### src/rtl/ivar_sequencer.sv
// rtl/ivar_sequencer.sv - loop iteration-variable sequencer with valid/ready output
//
// Purpose: accepts a loop request (lb, ub, step), then produces the
// iteration values lb, lb+step, ... up to the largest value <= ub. Each
// value is offered on a valid/ready handshake. A one-cycle done pulse
// marks loop completion.
//
// Ports:
//   clk, rst            clock, synchronous active-high reset
//   start               one-cycle loop request (honoured only in IDLE)
//   ivar_lb/ub/step     first value, inclusive signed bound, unsigned increment
//   ivar_ready          consumer accepts the current ivar
//   ivar/ivar_valid     current iteration value and its valid flag
//   ivar_last           current value is the final iteration
//   busy                loop in progress (RUN)
//   done                one-cycle completion pulse
module ivar_sequencer #(
  parameter int ITERATION_VARIABLE_WIDTH = 16
) (
  input  logic                                       clk,
  input  logic                                       rst,
  input  logic                                       start,
  input  logic signed [ITERATION_VARIABLE_WIDTH-1:0] ivar_lb,
  input  logic signed [ITERATION_VARIABLE_WIDTH-1:0] ivar_ub,
  input  logic        [ITERATION_VARIABLE_WIDTH-1:0] ivar_step,
  input  logic                                       ivar_ready,
  output logic signed [ITERATION_VARIABLE_WIDTH-1:0] ivar,
  output logic                                       ivar_valid,
  output logic                                       ivar_last,
  output logic                                       busy,
  output logic                                       done
);

  localparam int W  = ITERATION_VARIABLE_WIDTH;
  localparam int XW = W + 2;

  typedef enum logic [1:0] {
    S_IDLE = 2'd0,
    S_RUN  = 2'd1,
    S_FIN  = 2'd2
  } state_t;

  state_t                state_q, state_d;
  logic signed [W-1:0]   ivar_q, ivar_d;
  logic signed [W-1:0]   ub_q, ub_d;
  logic        [W-1:0]   step_q, step_d;
  logic                  valid_q, valid_d;
  logic                  last_q, last_d;
  logic                  busy_q, busy_d;
  logic                  done_q, done_d;

  // Extended-width operands: lb/ub/ivar sign-extended, step zero-extended,
  // so value+step never wraps and the compare against ub stays exact.
  logic signed [XW-1:0]  lb_in_x, ub_in_x, step_in_x;
  logic signed [XW-1:0]  ub_q_x, step_q_x, nxt_x;
  logic signed [XW-1:0]  sum_start_x, sum_next_x;
  logic signed [W-1:0]   nxt_w;
  logic                  last_start, last_next;

  always_comb begin
    lb_in_x     = {{2{ivar_lb[W-1]}}, ivar_lb};
    ub_in_x     = {{2{ivar_ub[W-1]}}, ivar_ub};
    step_in_x   = {2'b00, ivar_step};
    ub_q_x      = {{2{ub_q[W-1]}}, ub_q};
    step_q_x    = {2'b00, step_q};

    // A zero step would repeat lb forever; it is a single-iteration loop.
    sum_start_x = lb_in_x + step_in_x;
    last_start  = (sum_start_x > ub_in_x) || (ivar_step == '0);

    // Only used when the current beat is not last, so ivar+step <= ub and
    // the W-bit sum cannot wrap. The following beat's last flag is
    // precomputed here so ivar_last can be a plain register.
    nxt_w       = W'(ivar_q + step_q);
    nxt_x       = {{2{nxt_w[W-1]}}, nxt_w};
    sum_next_x  = nxt_x + step_q_x;
    last_next   = sum_next_x > ub_q_x;
  end

  always_comb begin
    state_d = state_q;
    ivar_d  = ivar_q;
    ub_d    = ub_q;
    step_d  = step_q;
    valid_d = 1'b0;
    last_d  = 1'b0;
    busy_d  = 1'b0;
    done_d  = 1'b0;

    case (state_q)
      S_IDLE: begin
        if (start) begin
          ub_d   = ivar_ub;
          step_d = ivar_step;
          ivar_d = ivar_lb;
          if (lb_in_x <= ub_in_x) begin
            state_d = S_RUN;
            valid_d = 1'b1;
            last_d  = last_start;
            busy_d  = 1'b1;
          end else begin
            // Empty loop: no beats, completion reported straight away.
            state_d = S_FIN;
            done_d  = 1'b1;
          end
        end
      end

      S_RUN: begin
        valid_d = 1'b1;
        last_d  = last_q;
        busy_d  = 1'b1;
        if (ivar_ready) begin
          if (last_q) begin
            state_d = S_FIN;
            valid_d = 1'b0;
            last_d  = 1'b0;
            busy_d  = 1'b0;
            done_d  = 1'b1;
          end else begin
            ivar_d = nxt_w;
            last_d = last_next;
          end
        end
      end

      S_FIN: begin
        state_d = S_IDLE;
      end

      default: begin
        state_d = S_IDLE;
      end
    endcase
  end

  always_ff @(posedge clk) begin
    if (rst) begin
      state_q <= S_IDLE;
      ivar_q  <= '0;
      ub_q    <= '0;
      step_q  <= '0;
      valid_q <= 1'b0;
      last_q  <= 1'b0;
      busy_q  <= 1'b0;
      done_q  <= 1'b0;
    end else begin
      state_q <= state_d;
      ivar_q  <= ivar_d;
      ub_q    <= ub_d;
      step_q  <= step_d;
      valid_q <= valid_d;
      last_q  <= last_d;
      busy_q  <= busy_d;
      done_q  <= done_d;
    end
  end

  assign ivar       = ivar_q;
  assign ivar_valid = valid_q;
  assign ivar_last  = last_q;
  assign busy       = busy_q;
  assign done       = done_q;

endmodule

### config.mk
export PLATFORM = sky130hd
export DESIGN_NAME = ivar_sequencer
export DESIGN_NICKNAME = d
export VERILOG_FILES = /design/src/rtl/ivar_sequencer.sv
export SDC_FILE = /design/constraint.sdc
export NUM_CORES = 1
export LEC_CHECK = 0
export ABC_AREA = 1
export BUFFER_PORTS_ARGS = -buffer_cell sky130_fd_sc_hd__buf_2
export CORE_MARGIN = 4
export CORE_UTILIZATION = 55
export CTS_CLUSTER_DIAMETER = 60
export CTS_CLUSTER_SIZE = 8
export DETAILED_ROUTE_END_ITERATION = 16
export HOLD_SLACK_MARGIN = 0.1
export PLACE_DENSITY = 0.76
export SLEW_MARGIN = 20
export SYNTH_ARGS = -nofsm -noshare
export SYNTH_HDL_FRONTEND = slang
export SYNTH_SLANG_ARGS = --single-unit
export TNS_END_PERCENT = 50
### constraint.sdc
create_clock -name clk -period 7.3 [get_ports clk]
set_clock_uncertainty 0.15 [all_clocks]
set_input_delay 0.73 -clock clk [delete_from_list [all_inputs] [get_ports clk]]
set_output_delay 0.73 -clock clk [all_outputs]
set_load 0.01 [all_outputs]
==> results.toml, run 1 <==
[die]
ioPinCount = 72
num_rows = 36
die_area_um2 = 11900
die_h_um = 109
core_um2 = 9860
die_w_um = 109
start_util_pct = 57.1

[synthesis]
synth_cell_types = 42
synthCells = 813
syn-num-nets = 970
ys_ff_latch = 53
synthMuxAreaShare_pct = 0
synth_xor_area_share_pct = 6.37
synth_ff_type = "dfxtp_1"
synth_fa_ha_area_share_pct = 23.7
synthSimpleGateAreaFrac_pct = 21.3
yosysSeqAreaShare_pct = 18.8
yosys_warnings = 0
synth-edff-count = 0
synth_compound_area_share_pct = 21.9
syn_area_per_cell_um2 = 6.93
async_flop_share_pct = 0
synth_top_family_by_area = "adder cells"
syn-cell-area_um2 = 5640

[detailed_routing]
wl_mm = 15.8
vias_per_cell = 5.69
drt_iter0_drc = 345
drt_first_pass_iters = 5
drc = 0
drtAntennaViolNets = 0
vias = 5749
drt-wirelength-per-cell_um = 15.6

[pwr]
powerDensity_nw_per_um2 = 215
ir_drop_v = 0.000114
p_leak_nw = 3.24

[finish]
final_net_count = 1033
nFillCells = 867
instances_no_fill = 1010
antenna_cells = 0
layout_commonest_cell = "nand2_1"
layout-drive-gt1-share_pct = 12.9
final_cell_mix = "nand2_1 (151), ha_1 (102), inv_1 (95)"
post-route-util_pct = 62.9
areaGrowthSynthToFinish_pct = 10.1

[clock_network]
clk_latency_ns = 0.32
holdBufCountCts = 0
clock_sinks = 53
cts.htree.levels = 2
post_cts_buffers = 0
cts_tree = "yes"
path_clk_slew_ns = 0.10
cts_buffer_depth = 2
cts_buffers = 5
cts_resized = 0
root_buffer = "clkbuf_8"

[setup_path]
startpoint_type = "flip-flop"
arrival_ns = 4.83
critPathKind = "reg2reg"
r2r_cells = 28
crit_fanout = 4
slowest_stage = "fa_1"
r2r_end = "ivar_last"
crit_path_end_kind = "flip-flop"
ff2ff_setup_slack_ns = 2.53
cp_data_required_time_ns = 7.35
path_common_cell = "nand2_1"
r2r-start = "step_q[0]"
slowest_delay_ns = 0.41

[global_route]
grt_max_degree = 50
grt_overflow = 0
antenna_found_initial = 0
grt_pass1_vias = 5577
grt_use_total_pct = 27.2
grt_pass1_wl_mm = 25.7

[sta]
slew_violations = 0
finalHoldViolCount = 0
post-route-min-period_ns = 4.77
setup_viol = 0
worst_pin_slew_ns = 1.07
rsz0062_at_grt = "no"
fin_setup_tns_ns = 0
max_freq_mhz = 209
slew_headroom_pct = 28.9
min_period_over_period_pct = 65.4

[placement]
dp_cells = 1002
place_congestion = 0.903
dp_hpwl_mm = 12.9
port_buffers = 71

[min_path]
hp-start = "ivar[13]"
min_path_cells = 2
min_to = "ivar[13]"
min_path_type = "reg2reg"

[outcome]
status = "complete, no violations"

[job]
cap_violations = 0
## how the worst max path moves through the flow
stage / startpoint / endpoint / slack [ns]
6_report: step_q[0] / ivar_last / 2.53
5_1_grt: step_q[0] / ivar_last / 2.13
4_1_cts: ivar[0] / ivar_last / 2.56
3_5_place_dp: ivar[0] / ivar_last / 2.63
3_3_place_gp: step_q[0] / ivar_last / 2.85
2_1_floorplan: ivar[0] / ivar_last / 3.07
## registers in the layout, indices dropped and copies added, names as in the netlist
register / cells
done: 1
ub_q: 16
busy: 1
ivar: 16
state_q: 2
ivar_last: 1
step_q: 16
## worst max-delay path: cells and delay by family, from the launching register on
family | cells | cell delay, ns
fa+ha+maj | 4 | 1.29
flops | 1 | 0.36
compound gates | 9 | 1.43
simple gates | 13 | 1.26
xor+xnor | 1 | 0.08
buf+inv | 1 | 0.07
## report_power, final
part	switching [mW]	internal [mW]	leakage, nW
combinational	0.487	0.305	2.75
sequential	0.0298	0.324	0.439
clock	0.108	0.0791	0.0518
## through the flow
step | hold WS [ns] | area [um^2] | worst slack [ns] | power (mW)
6_report | 0.354 | 6200 | 2.53 | 1.33
5_1_grt | 0.361 | 6200 | 2.13 | 1.46
4_1_cts | 0.355 | 6200 | 2.56 | 1.33
3_5_place_dp | 0.340 | 6100 | 2.63 | 1.14
3_3_place_gp | 0.321 | 6100 | 2.85 | 1.11
2_1_floorplan | 0.332 | 5640 | 3.07 | 0.939
## per-layer routing
layer	share of wire, %	wire, um	GRT usage, %
met1	44	7020	35.5
met2	46	7210	46.2
met3	7.1	1120	2.78
met4	2.8	443	10.4
met5	0	0	0
## cell families (layout without fill, tap and decap cells)
family | after synthesis | in the layout
AOI/OAI and AO/OA | 207 | 207
adders and majority gates | 105 | 105
xor gates and xnor gates | 41 | 41
buffers and inverters | 115 | 179
and+or+nand+nor | 292 | 292
DFF | 53 | 53
## final cells by class
| class | instances | area (um^2) | area share, % |
|---|---|---|---|
| multi-input cells | 645 | 4130 | 66.6 |
| inverters | 97 | 364 | 5.87 |
| flip-flops and latches | 53 | 1060 | 17.1 |
| repair buffers | 74 | 378 | 6.09 |
| clock buffers | 6 | 82.6 | 1.33 |
| clock inverters | 2 | 17.5 | 0.282 |
| well taps | 133 | 166 | 2.68 |
## cell usage after synthesis (all sizes together), types with 2 or more instances
library cell / instances / area share (%)
ha: 102 / 23
or2: 2 / 0.22
o21ai: 70 / 6.9
a31oi: 7 / 0.78
a21oi: 100 / 9.7
dfxtp: 53 / 19
o2111ai: 2 / 0.31
a21boi: 3 / 0.60
nor3: 7 / 0.71
xor2: 26 / 4.0
fa: 3 / 1.1
a211oi: 6 / 0.80
nor4: 5 / 0.56
a21o: 5 / 0.67
nand4: 4 / 0.44
xnor2: 15 / 2.3
buf: 8 / 0.75
nor2: 84 / 5.6
clkinv: 2 / 0.13
nand3b: 3 / 0.40
o21bai: 9 / 1.3
nand2: 153 / 10
inv: 95 / 6.3
clkbuf: 10 / 0.67
nand3: 33 / 3.0
Power figures use the tool's default switching activity.
==> inputs of run 2 (changes only) <==
ABC_AREA = 0   (was 1)
clock period = 4.8 ns   (was 7.3 ns; I/O delays follow)
==> run 2 against run 1 <==
  * First-iteration DRC count is 1.7% lower
  * Routed wire length increased by 5.4%
  * Clock power increased by 50%
  * Die area up 0.98%
==> results.toml, run 2 <==
[outcome]
status = "complete, no violations"

[clock_network]
cts.htree.levels = 2
cts_tree = "yes"
cts_buffer_depth = 2
clk_latency_ns = 0.31
holdBufCountCts = 0
clock_sinks = 53
path_clk_slew_ns = 0.10
root_buffer = "clkbuf_8"
cts_buffers = 5

[sta]
rsz0062_at_grt = "yes"
post-route-min-period_ns = 4.71
min_period_over_period_pct = 98.1
max_freq_mhz = 212
setup_viol = 0
slew_violations = 0
finalHoldViolCount = 0
fin_setup_tns_ns = 0
worst_pin_slew_ns = 0.928
slew_headroom_pct = 38.1

[min_path]
min_path_type = "in2reg"

[setup_path]
cp_data_required_time_ns = 4.85
crit_path_end_kind = "flip-flop"
startpoint_type = "flip-flop"
arrival_ns = 4.76
crit_fanout = 3
critPathKind = "reg2reg"

[finish]
antenna_cells = 0
final_cell_mix = "nand2_1 (109), ha_1 (95), a21oi_1 (88)"
final_net_count = 986
layout-drive-gt1-share_pct = 17.7
final_area_um2 = 6590
layout_commonest_cell = "nand2_1"
areaGrowthSynthToFinish_pct = 15.7

[synthesis]
synth_ff_type = "dfxtp_1"
yosysTopAreaCellShare_pct = 22.4
synth_cell_types = 62
synth-edff-count = 0
async_flop_share_pct = 0
synthCells = 752
yosys_warnings = 0
yosys-top-cells-count = "nand2_1 (109), ha_1 (102), a21oi_1 (88)"
yosysSeqAreaShare_pct = 18.6
yosysTopAreaCell = "ha_1"
syn_area_per_cell_um2 = 7.57
syn-cell-area_um2 = 5700
ys_ff_latch = 53
ys_top_cells_by_area = "ha_1 (22%), dfxtp_1 (19%), a21oi_1 (7.7%)"
syn-num-nets = 909
post-synth-top-count-cell = "nand2_1"

[pwr]
powerDensity_nw_per_um2 = 268
p_leak_nw = 3.12
ir_drop_v = 0.000179

[global_route]
grt_overflow = 0
grt_use_total_pct = 27.4
grt_max_degree = 48
grt_pass1_wl_mm = 26.1
antenna_found_initial = 0
grt_pass1_vias = 5494

[die]
start_util_pct = 57.5
die_h_um = 110
die_w_um = 110
num_rows = 36
die_area_um2 = 12000
ioPinCount = 72
core_um2 = 9910

[detailed_routing]
wl_mm = 16.7
drtAntennaViolNets = 0
drt-wirelength-per-cell_um = 17.3
vias_per_cell = 6.08
drt_iter0_drc = 339
drc = 0
drt_first_pass_iters = 5
vias = 5851

[placement]
port_buffers = 71
placed_area_um2 = 6250
dp_hpwl_mm = 13.5
place_congestion = 0.960

[job]
cap_violations = 0
-- run 2: changes by cell type after synthesis, sizes merged, moves of 13 or more --
cell,previous run,this run
nand2,153,109
nand3,33,14
inv,95,53
o21ai,70,34
xor2,26,10
xnor2,15,28
nor2,84,48
a21o,5,19
-- run 2: layout make-up --
type,count,area (um^2)
clock inverters,2,17.5
flip-flops and latches,53,1060
inverters,54,203
clock buffers,6,82.6
multi-input cells,620,4520
repair buffers,95,536
fillers,902,3320
well taps,133,166
-- run 2: logic make-up after synthesis --
group / after synthesis / synth area share (%)
xor+xnor: 38 / 5.84
mux: 4 / 0.747
compound gates: 236 / 26.8
fa+ha+maj: 105 / 23.5
simple gates: 237 / 19.2
buf+inv: 79 / 5.34
flops: 53 / 18.6
-- run 2: what timing repair did --
| action | CTS | global route |
|---|---|---|
| resized for setup | 10 | 27 |
| setup endpoints to repair | 1 | 1 |
| setup buffers | 1 | 6 |
| hold endpoints to repair | 0 | 0 |
| pin swaps | 5 | 27 |
-- run 2: final timing paths --
check / slack [ns] / from / cells after the start / end
min reg2reg: 0.31 / ub_q[2] / 2 / ub_q[2]
min: 0.26 / ivar_ub[13] / 3 / ub_q[13]
max reg2reg: 0.09 / ivar[0] / 20 / ivar_last
max: 0.09 / ivar[0] / 20 / ivar_last
-- run 2: power by group --
part,total (mW),internal (mW),leakage (nW),switching [mW]
registers,0.517,0.481,0.437,0.0366
logic,0.970,0.422,2.63,0.548
clock network,0.280,0.120,0.0518,0.160
total,1.77,1.02,3.12,0.744
-- run 2: layer usage --
| metal | routed length [um] | track usage, % |
|---|---|---|
| met1 | 7170 | 35.7 |
| met3 | 1020 | 3.05 |
| met2 | 7910 | 47.0 |
| met5 | 0 | 0 |
| met4 | 561 | 9.08 |
-- run 2: per-stage QoR --
step	total power, mW	hold WS [ns]	setup WS (ns)	utilization, %	instances
floorplan	1.17	0.286	0.0268	-	752
global placement	1.38	0.297	-0.0527	63.0	948
detailed placement	1.42	0.297	-0.325	63.0	948
CTS	1.71	0.258	0.00698	64.6	957
global route	1.91	0.274	-0.106	66.5	963
finish	1.77	0.264	0.0903	66.5	963
-- run 2: worst max-delay path, cell delays in order (launching register included) --
cell and delay, ns:
dfxtp_2 0.35, ha_4 0.16, fa_2 0.39, a211oi_4 0.28
o21bai_1 0.09, a21oi_1 0.16, xnor2_1 0.16, ha_1 0.29
a2111oi_2 0.35, o21ai_1 0.17, nand4_1 0.14, a31oi_2 0.11
a31oi_1 0.20, xor2_1 0.21, ha_1 0.27, a21o_1 0.21
a2111oi_4 0.30, and4b_1 0.26, o21ai_2 0.06, o211ai_1 0.20
o21ai_1 0.09
